### src/rtl/serial_pattern_tx_pkg.sv
// Shared definitions for the "010111" sync-pattern link: preamble constant,
// FSM state encoding and a counter-width helper.
package serial_pattern_tx_pkg;

    localparam int unsigned SYNC_PRE_W = 6;
    localparam logic [SYNC_PRE_W-1:0] SYNC_PREAMBLE = 6'b010111;

    typedef enum logic [3:0] {
        S_IDLE = 4'b0001,
        S_PRE  = 4'b0010,
        S_DATA = 4'b0100,
        S_GAP  = 4'b1000
    } state_t;

    // Bits needed to count down from the largest of three phase lengths.
    function automatic int unsigned cnt_width(input int unsigned a,
                                              input int unsigned b,
                                              input int unsigned c);
        int unsigned m;
        int unsigned w;
        m = (a > b) ? a : b;
        m = (m > c) ? m : c;
        w = $clog2(m);
        return (w < 1) ? 1 : w;
    endfunction

endpackage

### src/rtl/serial_pattern_tx_piso_shift.sv
// Parallel-load, MSB-first shift register feeding the serial payload bits.
module serial_pattern_tx_piso_shift #(
    parameter int unsigned DATA_W = 8
) (
    input  logic              clk,
    input  logic              rstn,
    input  logic              i_load,
    input  logic              i_shift,
    input  logic [DATA_W-1:0] i_data,
    output logic              o_msb
);

    logic [DATA_W-1:0] r_shift;

    always_ff @(posedge clk or negedge rstn) begin
        if (!rstn) begin
            r_shift <= '0;
        end else if (i_load) begin
            r_shift <= i_data;
        end else if (i_shift) begin
            r_shift <= r_shift << 1;
        end
    end

    assign o_msb = r_shift[DATA_W-1];

endmodule

### src/rtl/serial_pattern_tx.sv
// Bit-serial frame transmitter: preamble, MSB-first payload, then idle-high gap.
// Line outputs are registered from the next-state decode, so bits lag the accept by one cycle.
module serial_pattern_tx
    import serial_pattern_tx_pkg::*;
#(
    parameter int unsigned       DATA_W     = 8,
    parameter int unsigned       PRE_W      = SYNC_PRE_W,
    parameter logic [PRE_W-1:0]  PREAMBLE   = PRE_W'(SYNC_PREAMBLE),
    parameter int unsigned       GAP_CYCLES = 1
) (
    input  logic              clk,
    input  logic              rstn,
    input  logic              in_valid,
    input  logic [DATA_W-1:0] in_data,
    output logic              in_ready,
    output logic              d_out,
    output logic              d_en,
    output logic              busy,
    output logic              frame_done
);

    localparam int unsigned CNT_W = cnt_width(PRE_W, DATA_W, GAP_CYCLES);
    localparam logic [CNT_W-1:0] PRE_LAST  = CNT_W'(PRE_W - 1);
    localparam logic [CNT_W-1:0] DATA_LAST = CNT_W'(DATA_W - 1);
    localparam logic [CNT_W-1:0] GAP_LAST  = CNT_W'(GAP_CYCLES - 1);

    state_t           r_state;
    state_t           w_state_nxt;
    logic [CNT_W-1:0] r_cnt;
    logic [CNT_W-1:0] w_cnt_nxt;
    logic [CNT_W-1:0] w_cnt_dec;
    logic             r_d_out;
    logic             r_d_en;
    logic             r_frame_done;
    logic             r_busy;
    logic             w_d_out_nxt;
    logic             w_d_en_nxt;
    logic             w_frame_done_nxt;
    logic             w_load;
    logic             w_shift;
    logic             w_msb;
    logic             w_pre_bit;

    serial_pattern_tx_piso_shift #(
        .DATA_W (DATA_W)
    ) u_piso (
        .clk     (clk),
        .rstn    (rstn),
        .i_load  (w_load),
        .i_shift (w_shift),
        .i_data  (in_data),
        .o_msb   (w_msb)
    );

    assign w_cnt_dec = r_cnt - CNT_W'(1);

    // Preamble bit for the next PRE cycle, selected without an oversized index.
    always_comb begin
        w_pre_bit = 1'b1;
        for (int i = 0; i < int'(PRE_W); i++) begin
            if (CNT_W'(i) == w_cnt_dec) begin
                w_pre_bit = PREAMBLE[i];
            end
        end
    end

    always_comb begin
        w_state_nxt      = r_state;
        w_cnt_nxt        = r_cnt;
        w_d_out_nxt      = 1'b1;
        w_d_en_nxt       = 1'b0;
        w_frame_done_nxt = 1'b0;
        w_load           = 1'b0;
        w_shift          = 1'b0;
        case (r_state)
            S_IDLE: begin
                if (in_valid) begin
                    w_state_nxt = S_PRE;
                    w_cnt_nxt   = PRE_LAST;
                    w_load      = 1'b1;
                    w_d_out_nxt = PREAMBLE[PRE_W-1];
                    w_d_en_nxt  = 1'b1;
                end
            end
            S_PRE: begin
                w_d_en_nxt = 1'b1;
                if (r_cnt == '0) begin
                    w_state_nxt      = S_DATA;
                    w_cnt_nxt        = DATA_LAST;
                    w_d_out_nxt      = w_msb;
                    w_shift          = 1'b1;
                    w_frame_done_nxt = (DATA_W == 1);
                end else begin
                    w_cnt_nxt   = w_cnt_dec;
                    w_d_out_nxt = w_pre_bit;
                end
            end
            S_DATA: begin
                if (r_cnt == '0) begin
                    w_state_nxt = S_GAP;
                    w_cnt_nxt   = GAP_LAST;
                end else begin
                    w_cnt_nxt        = w_cnt_dec;
                    w_d_out_nxt      = w_msb;
                    w_d_en_nxt       = 1'b1;
                    w_shift          = 1'b1;
                    w_frame_done_nxt = (r_cnt == CNT_W'(1));
                end
            end
            S_GAP: begin
                if (r_cnt == '0) begin
                    w_state_nxt = S_IDLE;
                end else begin
                    w_cnt_nxt = w_cnt_dec;
                end
            end
            default: begin
                w_state_nxt = S_IDLE;
                w_cnt_nxt   = '0;
            end
        endcase
    end

    always_ff @(posedge clk or negedge rstn) begin
        if (!rstn) begin
            r_state      <= S_IDLE;
            r_cnt        <= '0;
            r_d_out      <= 1'b1;
            r_d_en       <= 1'b0;
            r_frame_done <= 1'b0;
            r_busy       <= 1'b0;
        end else begin
            r_state      <= w_state_nxt;
            r_cnt        <= w_cnt_nxt;
            r_d_out      <= w_d_out_nxt;
            r_d_en       <= w_d_en_nxt;
            r_frame_done <= w_frame_done_nxt;
            r_busy       <= (w_state_nxt != S_IDLE);
        end
    end

    assign in_ready   = (r_state == S_IDLE);
    assign d_out      = r_d_out;
    assign d_en       = r_d_en;
    assign busy       = r_busy;
    assign frame_done = r_frame_done;

endmodule

### config.mk
export PLATFORM = sky130hd
export DESIGN_NAME = serial_pattern_tx
export DESIGN_NICKNAME = d
export VERILOG_FILES = /design/src/rtl/serial_pattern_tx_pkg.sv /design/src/rtl/serial_pattern_tx_piso_shift.sv /design/src/rtl/serial_pattern_tx.sv
export SDC_FILE = /design/constraint.sdc
export NUM_CORES = 1
export LEC_CHECK = 0
export CAP_MARGIN = 10
export CELL_PAD_IN_SITES_DETAIL_PLACEMENT = 1
export CELL_PAD_IN_SITES_GLOBAL_PLACEMENT = 1
export CORE_MARGIN = 2
export CORE_UTILIZATION = 45
export DETAILED_ROUTE_END_ITERATION = 10
export PLACE_DENSITY = 0.88
export SYNTH_ARGS = -nofsm -noshare
export SYNTH_HDL_FRONTEND = slang
export SYNTH_SLANG_ARGS = --single-unit
### constraint.sdc
create_clock -name clk -period 4.8 [get_ports clk]
set_input_delay 1.44 -clock clk [delete_from_list [all_inputs] [get_ports clk]]
set_output_delay 1.44 -clock clk [all_outputs]
set_load 0.05 [all_outputs]
==> impl_metrics.sql <==
INSERT INTO impl_metrics (metric_group, metric, value, unit) VALUES
('power', 'clockPowerShare', '0.096', ''),
('flow_run', 'max-cap-violations', '0', ''),
('power', 'seq_power_share', '0.356', ''),
('timing', 'timing_max_transition_violations_final', '0', ''),
('synthesis', 'synthesis.instances', '125', ''),
('final_layout', 'fin_util', '0.515', ''),
('synthesis', 'mappedNetlistArea', '0.00124', 'mm²'),
('final_layout', 'finish.net_count', '152', ''),
('final_layout', 'insertedDiodeCount', '0', ''),
('cts', 'clock_tree.buffer_depth', '2', ''),
('synthesis', 'ys_ff_latch', '19', ''),
('global_routing', 'grt_pass1_vias', '969', ''),
('final_layout', 'final_layout_size_suffix_gt1_frac', '0.133', ''),
('global_routing', 'globalRoute.totalOverflow', '0', ''),
('cts', 'cts_tree', 'built', ''),
('timing', 'finalHoldViolations', '0', ''),
('synthesis', 'ys_seq_area_frac', '0.384', ''),
('final_layout', 'syn2layout_area_growth', '11.1', '%'),
('final_layout', 'layout.cells.non_filler', '166', ''),
('floorplan', 'start_util', '0.463', ''),
('synthesis', 'synth_top_flop_cell', 'dfrtp_1', ''),
('global_routing', 'grt_start_max_net_pins', '20', ''),
('detailed_routing', 'wl', '2760', 'µm'),
('critical_path', 'critical_path_arrival', '2.32', 'ns'),
('timing', 'finalSetupViolCount', '0', ''),
('hold_path', 'hold_class', 'reg -> reg', ''),
('global_routing', 'groute.layer.met3.usage', '0.0276', ''),
('cts', 'numClockSinks', '19', ''),
('critical_path', 'cpMaxStageDelayCell', 'clkdlybuf4s50_1', ''),
('synthesis', 'synth.distinct_cells', '45', ''),
('placed_design', 'place.detailed.hpwl', '1990', 'µm'),
('global_routing', 'use_met2', '0.314', ''),
('status', 'status', 'finished, final reports clean', ''),
('timing', 'grt_setup_unrepaired', 'no', ''),
('power', 'intPower', '453', 'µW'),
('synthesis', 'synth_common_cells', 'dfrtp_1 (17), nand2_1 (13), nor2_1 (7), nor3_1 (7), o211ai_1 (7)', ''),
('cts', 'clk_tree_root_cell', 'clkbuf_4', ''),
('synthesis', 'synth_top_cell_area_share', '0.342', ''),
('timing', 'timing_worst_slew_pin_value', '0.871', 'ns'),
('timing', 'max_slew_margin', '0.417', ''),
('cts', 'ctsHtreeMaxLevel', '1', ''),
('timing', 'setup_tns', '0', 'ns'),
('floorplan', 'core.rowCount', '19', ''),
('timing', 'skew', '0.00223', 'ns'),
('cts', 'num_cts_buffers', '3', ''),
('floorplan', 'top_ports', '16', ''),
('detailed_routing', 'wire_per_inst', '16.6', 'µm'),
('global_routing', 'initial_antenna_violation_count', '0', ''),
('power', 'power.density_cell_area', '628', 'mW/mm²'),
('synthesis', 'synthTopCellsByArea', 'dfrtp_1 (34%), ha_1 (5.0%), buf_6 (4.5%), dfstp_2 (4.2%), o211ai_1 (4.2%)', ''),
('synthesis', 'avgSynthCellArea', '9.96', 'µm²'),
('power', 'comb_power_share', '0.548', ''),
('cts', 'clock_latency', '0.30', 'ns'),
('floorplan', 'floorplan.die_area', '0.00320', 'mm²'),
('synthesis', 'yosysWarnings', '0', ''),
('detailed_routing', 'vias', '987', ''),
('detailed_routing', 'postRouteAntennaNets', '0', ''),
('floorplan', 'core_area', '0.00269', 'mm²'),
('detailed_routing', 'drt_drc_violations_left', '0', ''),
('timing', 'layout_min_cycle_time', '3.76', 'ns'),
('critical_path', 'critPathLaunchType', 'flop', ''),
('detailed_routing', 'drt_first_iter_violations', '30', ''),
('placed_design', 'place.port_buffers', '15', ''),
('cts', 'cts_repair_resize_count', '0', ''),
('timing', 'max_clock_freq', '266', 'MHz'),
('timing', 'postLayoutSetupSlackWorst', '1.04', 'ns'),
('global_routing', 'first_pass_grt_wire_length', '4730', 'µm'),
('global_routing', 'met1_usage', '0.262', ''),
('power', 'power_leakage', '0.565', 'nW'),
('critical_path', 'critical-path-max-stage-delay', '0.89', 'ns'),
('cts', 'clkSlewWorstSetupHoldPaths', '0.11', 'ns');
## cell usage in the layout (no fill, tap or decap), types with 2 or more instances in the layout
master	instances
ha_1	5
a221o_1	2
or4b_4	2
nor3_1	7
o211ai_1	7
clkdlybuf4s50_1	15
nor4b_1	2
a21oi_1	3
clkbuf_4	3
o21ai_0	3
nor2_1	7
dfrtp_1	17
nor3b_1	2
a211oi_1	3
nand2_1	13
inv_1	6
nor2b_1	2
nand2b_1	2
nand3_1	6
dfstp_2	2
a21o_1	2
## power by group through the flow
stage | registers [mW] | logic [mW] | clock network (mW)
after floorplan | 0.311 | 0.378 | 0
after global placement | 0.307 | 0.458 | 0
after detailed placement | 0.312 | 0.478 | 0
after CTS | 0.308 | 0.482 | 0.0864
after global routing | 0.319 | 0.524 | 0.0919
final | 0.309 | 0.476 | 0.0832
## area by class of cell
type	instances	area, µm²	area share
Tap cell	31	38.8	0.0281
Clock buffer	3	22.5	0.0163
Multi-Input combinational cell	91	666	0.481
Inverter	6	22.5	0.0163
Sequential cell	19	478	0.346
Clock inverter	1	5.00	0.00362
Timing Repair Buffer	15	150	0.109
## worst paths after layout
check,start,to,cells after the start
setup / recovery,r_state[2],in_ready,2
hold / removal,u_piso.r_shift[0],u_piso.r_shift[1],1
setup reg to reg,r_cnt[0],r_cnt[0],6
hold reg to reg,u_piso.r_shift[0],u_piso.r_shift[1],1
max in group asynchronous,rstn,r_cnt[1],1
min in group asynchronous,rstn,r_cnt[0],1
## logic make-up after synthesis
family / after synthesis / synth area share
compound gates: 31 / 0.200
simple gates: 54 / 0.276
flops: 19 / 0.384
buf+inv: 15 / 0.0814
mux: 1 / 0.00804
fa+ha+maj: 5 / 0.0503
## registers in the layout, summed over array words and instances (netlist names)
| register | cells |
|---|---|
| r_cnt | 3 |
| frame_done | 1 |
| d_out | 1 |
| d_en | 1 |
| busy | 1 |
| u_piso.r_shift | 8 |
| r_state | 4 |
## critical path, delay by kind of cell (launching register included)
kind                   cells  cell delay (ns)
buffers and inverters      1             0.89
DFF                        1             0.61
and+or+nand+nor            1             0.52
## metrics by stage
| step | cell area [µm²] | total power [mW] | hold WS, ns |
|---|---|---|---|
| after global placement | 1360 | 0.764 | 0.493 |
| after detailed placement | 1360 | 0.790 | 0.509 |
| after floorplan | 1240 | 0.690 | 0.479 |
| after global routing | 1380 | 0.935 | 0.561 |
| final | 1380 | 0.868 | 0.532 |
| after CTS | 1380 | 0.876 | 0.535 |
## metal layers
layer,up-vias,share of wire
met2,13,0.49
met3,2,0.022
li1,478,-
met1,494,0.48
met4,0,0.0047
met5,-,0
No activity file was read; power rests on OpenSTA's default activity.
==> patch 1, RTL diff (config.mk and constraints unchanged) <==
Set the package constant `SYNC_PRE_W` to 8 (it was 6).
--- a/src/rtl/serial_pattern_tx_pkg.sv
+++ b/src/rtl/serial_pattern_tx_pkg.sv
@@ -3,5 +3,5 @@
 package serial_pattern_tx_pkg;
 
-    localparam int unsigned SYNC_PRE_W = 6;
+    localparam int unsigned SYNC_PRE_W = 8;
     localparam logic [SYNC_PRE_W-1:0] SYNC_PREAMBLE = 6'b010111;
 
Function: changed (a bounded check fails within 4 cycles, from zero or initial values and one cycle with rstn low).
==> patch 1 against the unedited design <==
Final area is 4.4% lower. First-iteration DRC count is 33% lower. Setup slack worse by 0.12 ns. Routed wire length is 4.0% lower. Die area is 7.9% lower. Power is 3.4% lower. Area after synthesis is 8.5% lower. Via count is 3.2% lower. Largest cell class unchanged. Utilization is 2.9 points higher. Sequential cell count stayed put. Combinational power is 6.1% lower. Synthesized cell count is 9.6% lower. Critical path type unchanged. Clock power is 1% lower.
==> patch 1: results (changes against the unedited design) <==
* Critical path arrival at 2.44 ns (+0.12 ns)
* Crit-path max FO at 23 (+4)
* Seq/Total Area, Yosys at 42.0% (+3.6 points)
* Worst Skew at 0.00295 ns (+0.000720 ns)
* Reg2reg setup slack at 2.54 ns (-0.11 ns)
* Global placement routability congestion at 0.773 (-7.8%)
* Internal at 0.000461 W (+1.8%)
* FF-to-FF path depth at 4 (-2)
* Final wirelength at 2.65 mm (-4.0%)
* R2R Path End: u_piso.r_shift[4]
* M1 WL at 1.25 mm (-5.7%)
* Outcome: completed
* All-Layer GR Usage at 20.9% (+2.0 points)
* DR WL/cell at 17.2 um (+3.5%)
* Actual slew at the worst max-slew pin at 0.845 ns (-0.0260 ns)
* Vias per cell at 6.20 (+4.3%)
* Combinational share of power at 53.3% (-1.5 points)
* Clk. pwr at 0.0000820 W (-1%)
* Leak pwr at 0.536 nW (-5.2%)
* Leading post-synthesis cells by instance count: 17 x dfrtp_1, 8 x and2_1, 8 x nor4b_1, 7 x nand2_1
* Met3 wire len at 81 um (+31%)
* DP HPWL at 1.86 mm (-6.9%)
* Vias in the first global route at 901 (-7.0%)
* Nets at 139 (-8.6%)
* Min-Delay Path Depth at 2 (+1)
* Cell area after placement at 1290 um^2 (-4.5%)
* Hold WS at 0.540 ns (+0.00750 ns)
* Synth top area cells: dfrtp_1 37%, nor4b_1 6.2%, a221o_1 5.3%, dfstp_2 4.6%, and2_1 4.4%
* Max rail drop VDD at 0.000310 V (-21%)
* Post-Syn Nets at 127 (-9.9%)
[patch 1: area by class of cell]
cell class | instances | area (um^2)
fill | 277 | 1110
multi-input combinational | 80 | 606
sequential | 19 | 478
timing repair buffer | 15 | 150
tap | 30 | 37.5
clock buffer | 3 | 22.5
inverter | 6 | 22.5
clock inverter | 1 | 5.00
[patch 1: routing by layer]
| metal | global-route usage, % | up-vias |
|---|---|---|
| met5 | 0 | - |
| met4 | 5.00 | 0 |
| met3 | 3.28 | 4 |
| met2 | 31.7 | 21 |
| met1 | 30.9 | 481 |
| li1 | - | 449 |
[patch 1: cells by family (layout without fill, tap and decap cells)]
| logic type | after synthesis | after routing | share of synthesized area [%] |
|---|---|---|---|
| muxes | 1 | 1 | 0.879 |
| DFF | 19 | 19 | 42.0 |
| xor gates and xnor gates | 1 | 1 | 0.769 |
| and+or+nand+nor | 46 | 46 | 26.2 |
| adders and majority gates | 3 | 3 | 3.30 |
| AOI/OAI and AO/OA | 29 | 29 | 22.1 |
| buffers and inverters | 14 | 25 | 4.83 |
==> patch 2, RTL diff (same flow settings) <==
Without the edit above. Reset style: synchronous (`rstn`), changed in 2 clocked blocks.
--- a/src/rtl/serial_pattern_tx_piso_shift.sv
+++ b/src/rtl/serial_pattern_tx_piso_shift.sv
@@ -13,5 +13,5 @@
     logic [DATA_W-1:0] r_shift;
 
-    always_ff @(posedge clk or negedge rstn) begin
+    always_ff @(posedge clk) begin
         if (!rstn) begin
             r_shift <= '0;
--- a/src/rtl/serial_pattern_tx.sv
+++ b/src/rtl/serial_pattern_tx.sv
@@ -122,5 +122,5 @@
     end
 
-    always_ff @(posedge clk or negedge rstn) begin
+    always_ff @(posedge clk) begin
         if (!rstn) begin
             r_state      <= S_IDLE;
Formal check against the unedited RTL: differs if rstn is asserted again (counterexample within 4 cycles, from zero or initial values and one cycle with rstn low); with rstn held inactive, the same outputs for 10 cycles.
==> patch 2 against the unedited design <==
Setup slack worse by 0.11 ns. Final area is 7.5% lower. Area after synthesis is 11% lower. Synthesized cell count is 3.2% lower. Critical path depth is 1 higher. Via count is 2.7% lower. Routed wire length hardly changed. Die area is 10% lower. Clock skew is 0.0089 ns higher. Cell count is 3.6% lower. Sequential cell count stayed put. Fmax is 3.0% lower. Largest cell class unchanged.
Power is not compared: it rests on default switching activity, and its combinational part moved more than twofold at a synthesized area within 25%.
==> patch 2: results (changes against the unedited design) <==
* Outcome: completed
* DR WL/cell at 17.2 um (+3.7%)
* Dpl ws at 1.27 ns (-0.147 ns)
* Met1 Use GR at 30.5% (+4.3 points)
* Compound-Gate Fraction of Synth Area at 22.7% (+2.7 points)
* Critical path arrival at 2.43 ns (+0.11 ns)
* Seq/Total Area, Yosys at 34.4% (-4.0 points)
* Hold WS at 0.505 ns (-0.0271 ns)
* Vias in the first global route at 944 (-2.6%)
* Sequential share of cell area at 29.7% (-4.8 points)
* Min-Delay Path Depth at 2 (+1)
* Core area at 2280 um^2 (-15%)
* All-Layer GR Usage at 23.1% (+4.2 points)
* Reg2reg setup slack at 2.54 ns (-0.11 ns)
* CP Launch Point: r_state[0]
* Synth top area cells: dfxtp_1 34%, mux2i_1 7.2%, a21oi_1 6.3%, ha_1 5.7%, o21ai_0 4.1%
* Share of cells above drive strength 1 at 12.1% (-1.2 points)
* Leading post-synthesis cells by instance count: 19 x dfxtp_1, 14 x a21oi_1, 9 x o21ai_0, 8 x mux2i_1, 8 x nor2_1
* Placed cell count at 156 (-3.7%)
* First-pass GRT wire length at 4.55 mm (-3.8%)
* Crit-path max FO at 15 (-4)
* Final wirelength at 2.76 mm (about the same)
* HP Start: u_piso.r_shift[7]
* Syn Area/Cell at 9.13 um^2 (-8.3%)
* Initial antenna violation count at 0 (unchanged)
* FF-to-FF path depth at 7 (+1)
* DRT iter0 DRCs at 19 (-37%)
* Hold EP: d_out
* R2R Path End: r_cnt[2]
* #MultiIn Comb at 88 (-3.3%)
* Met3 track demand over resource at 3.33% (+0.57 points)
* Finished Core Util at 56.2% (+4.7 points)
* Normalized max-slew margin at 61.2% (+19 points)
* Largest net degree at the start of global routing at 18 (-10%)
* Worst Skew at 0.0111 ns (+0.00890 ns)
* Fin crit share at 80.7% (+2.4 points)
* GR Util met2 at 36.8% (+5.4 points)
* Mux contribution to synthesized area at 9.29% (+8.5 points)
* Nets at 149 (-2.0%)
* Post-Syn Nets at 137 (-2.8%)
* Inverters at 6 (unchanged)
* Ys async rst share at 0% (-100 points)
* Clk buf depth at 2 (unchanged)
* Delay of the slowest critical-path stage at 0.80 ns (-0.09 ns)
* Synth Area in Adders at 5.66% (+0.64 points)
* Clock-cell share of area at 2.15% (+0.16 points)
* Ys flop type: dfxtp_1
* Global placement routability congestion at 0.918 (+9.4%)
* Layout fillers at 264 (-12%)
* DP HPWL at 2.13 mm (+6.6%)
* Multi-input logic area at 663 um^2 (-0.38%)
==> patch 2: cell types whose count changed after synthesis, moves of 4 or more <==
cell and delta:
buf_6 -5, dfxtp_1 +19, o211ai_1 -7, mux2i_1 +7
o21ai_0 +6, nand2_1 -11, nand3_1 -4, nor3_1 -5
dfrtp_1 -17, a21oi_1 +11
==> patch 2: routing by layer <==
layer	wire [um]	vias up
met5	0	-
met4	69	0
met3	149	7
met2	1360	23
met1	1180	461
li1	-	469
==> patch 2: worst reg2reg max path, delay by kind of cell (launching register included) <==
family	cells	cell delay [ns]
buffers and inverters	1	0.12
AO/OA/AOI/OAI	2	0.51
flip-flops	1	0.45
AND/OR/NAND/NOR	2	0.56
adder cells (fa/ha/maj)	2	0.53
==> patch 2: cell families after synthesis <==
| family | Yosys count |
|---|---|
| multiplexers | 9 |
| AO/OA/AOI/OAI | 38 |
| AND/OR/NAND/NOR | 34 |
| adder cells (fa/ha/maj) | 5 |
| buffers and inverters | 14 |
| XOR/XNOR | 2 |
| flip-flops | 19 |
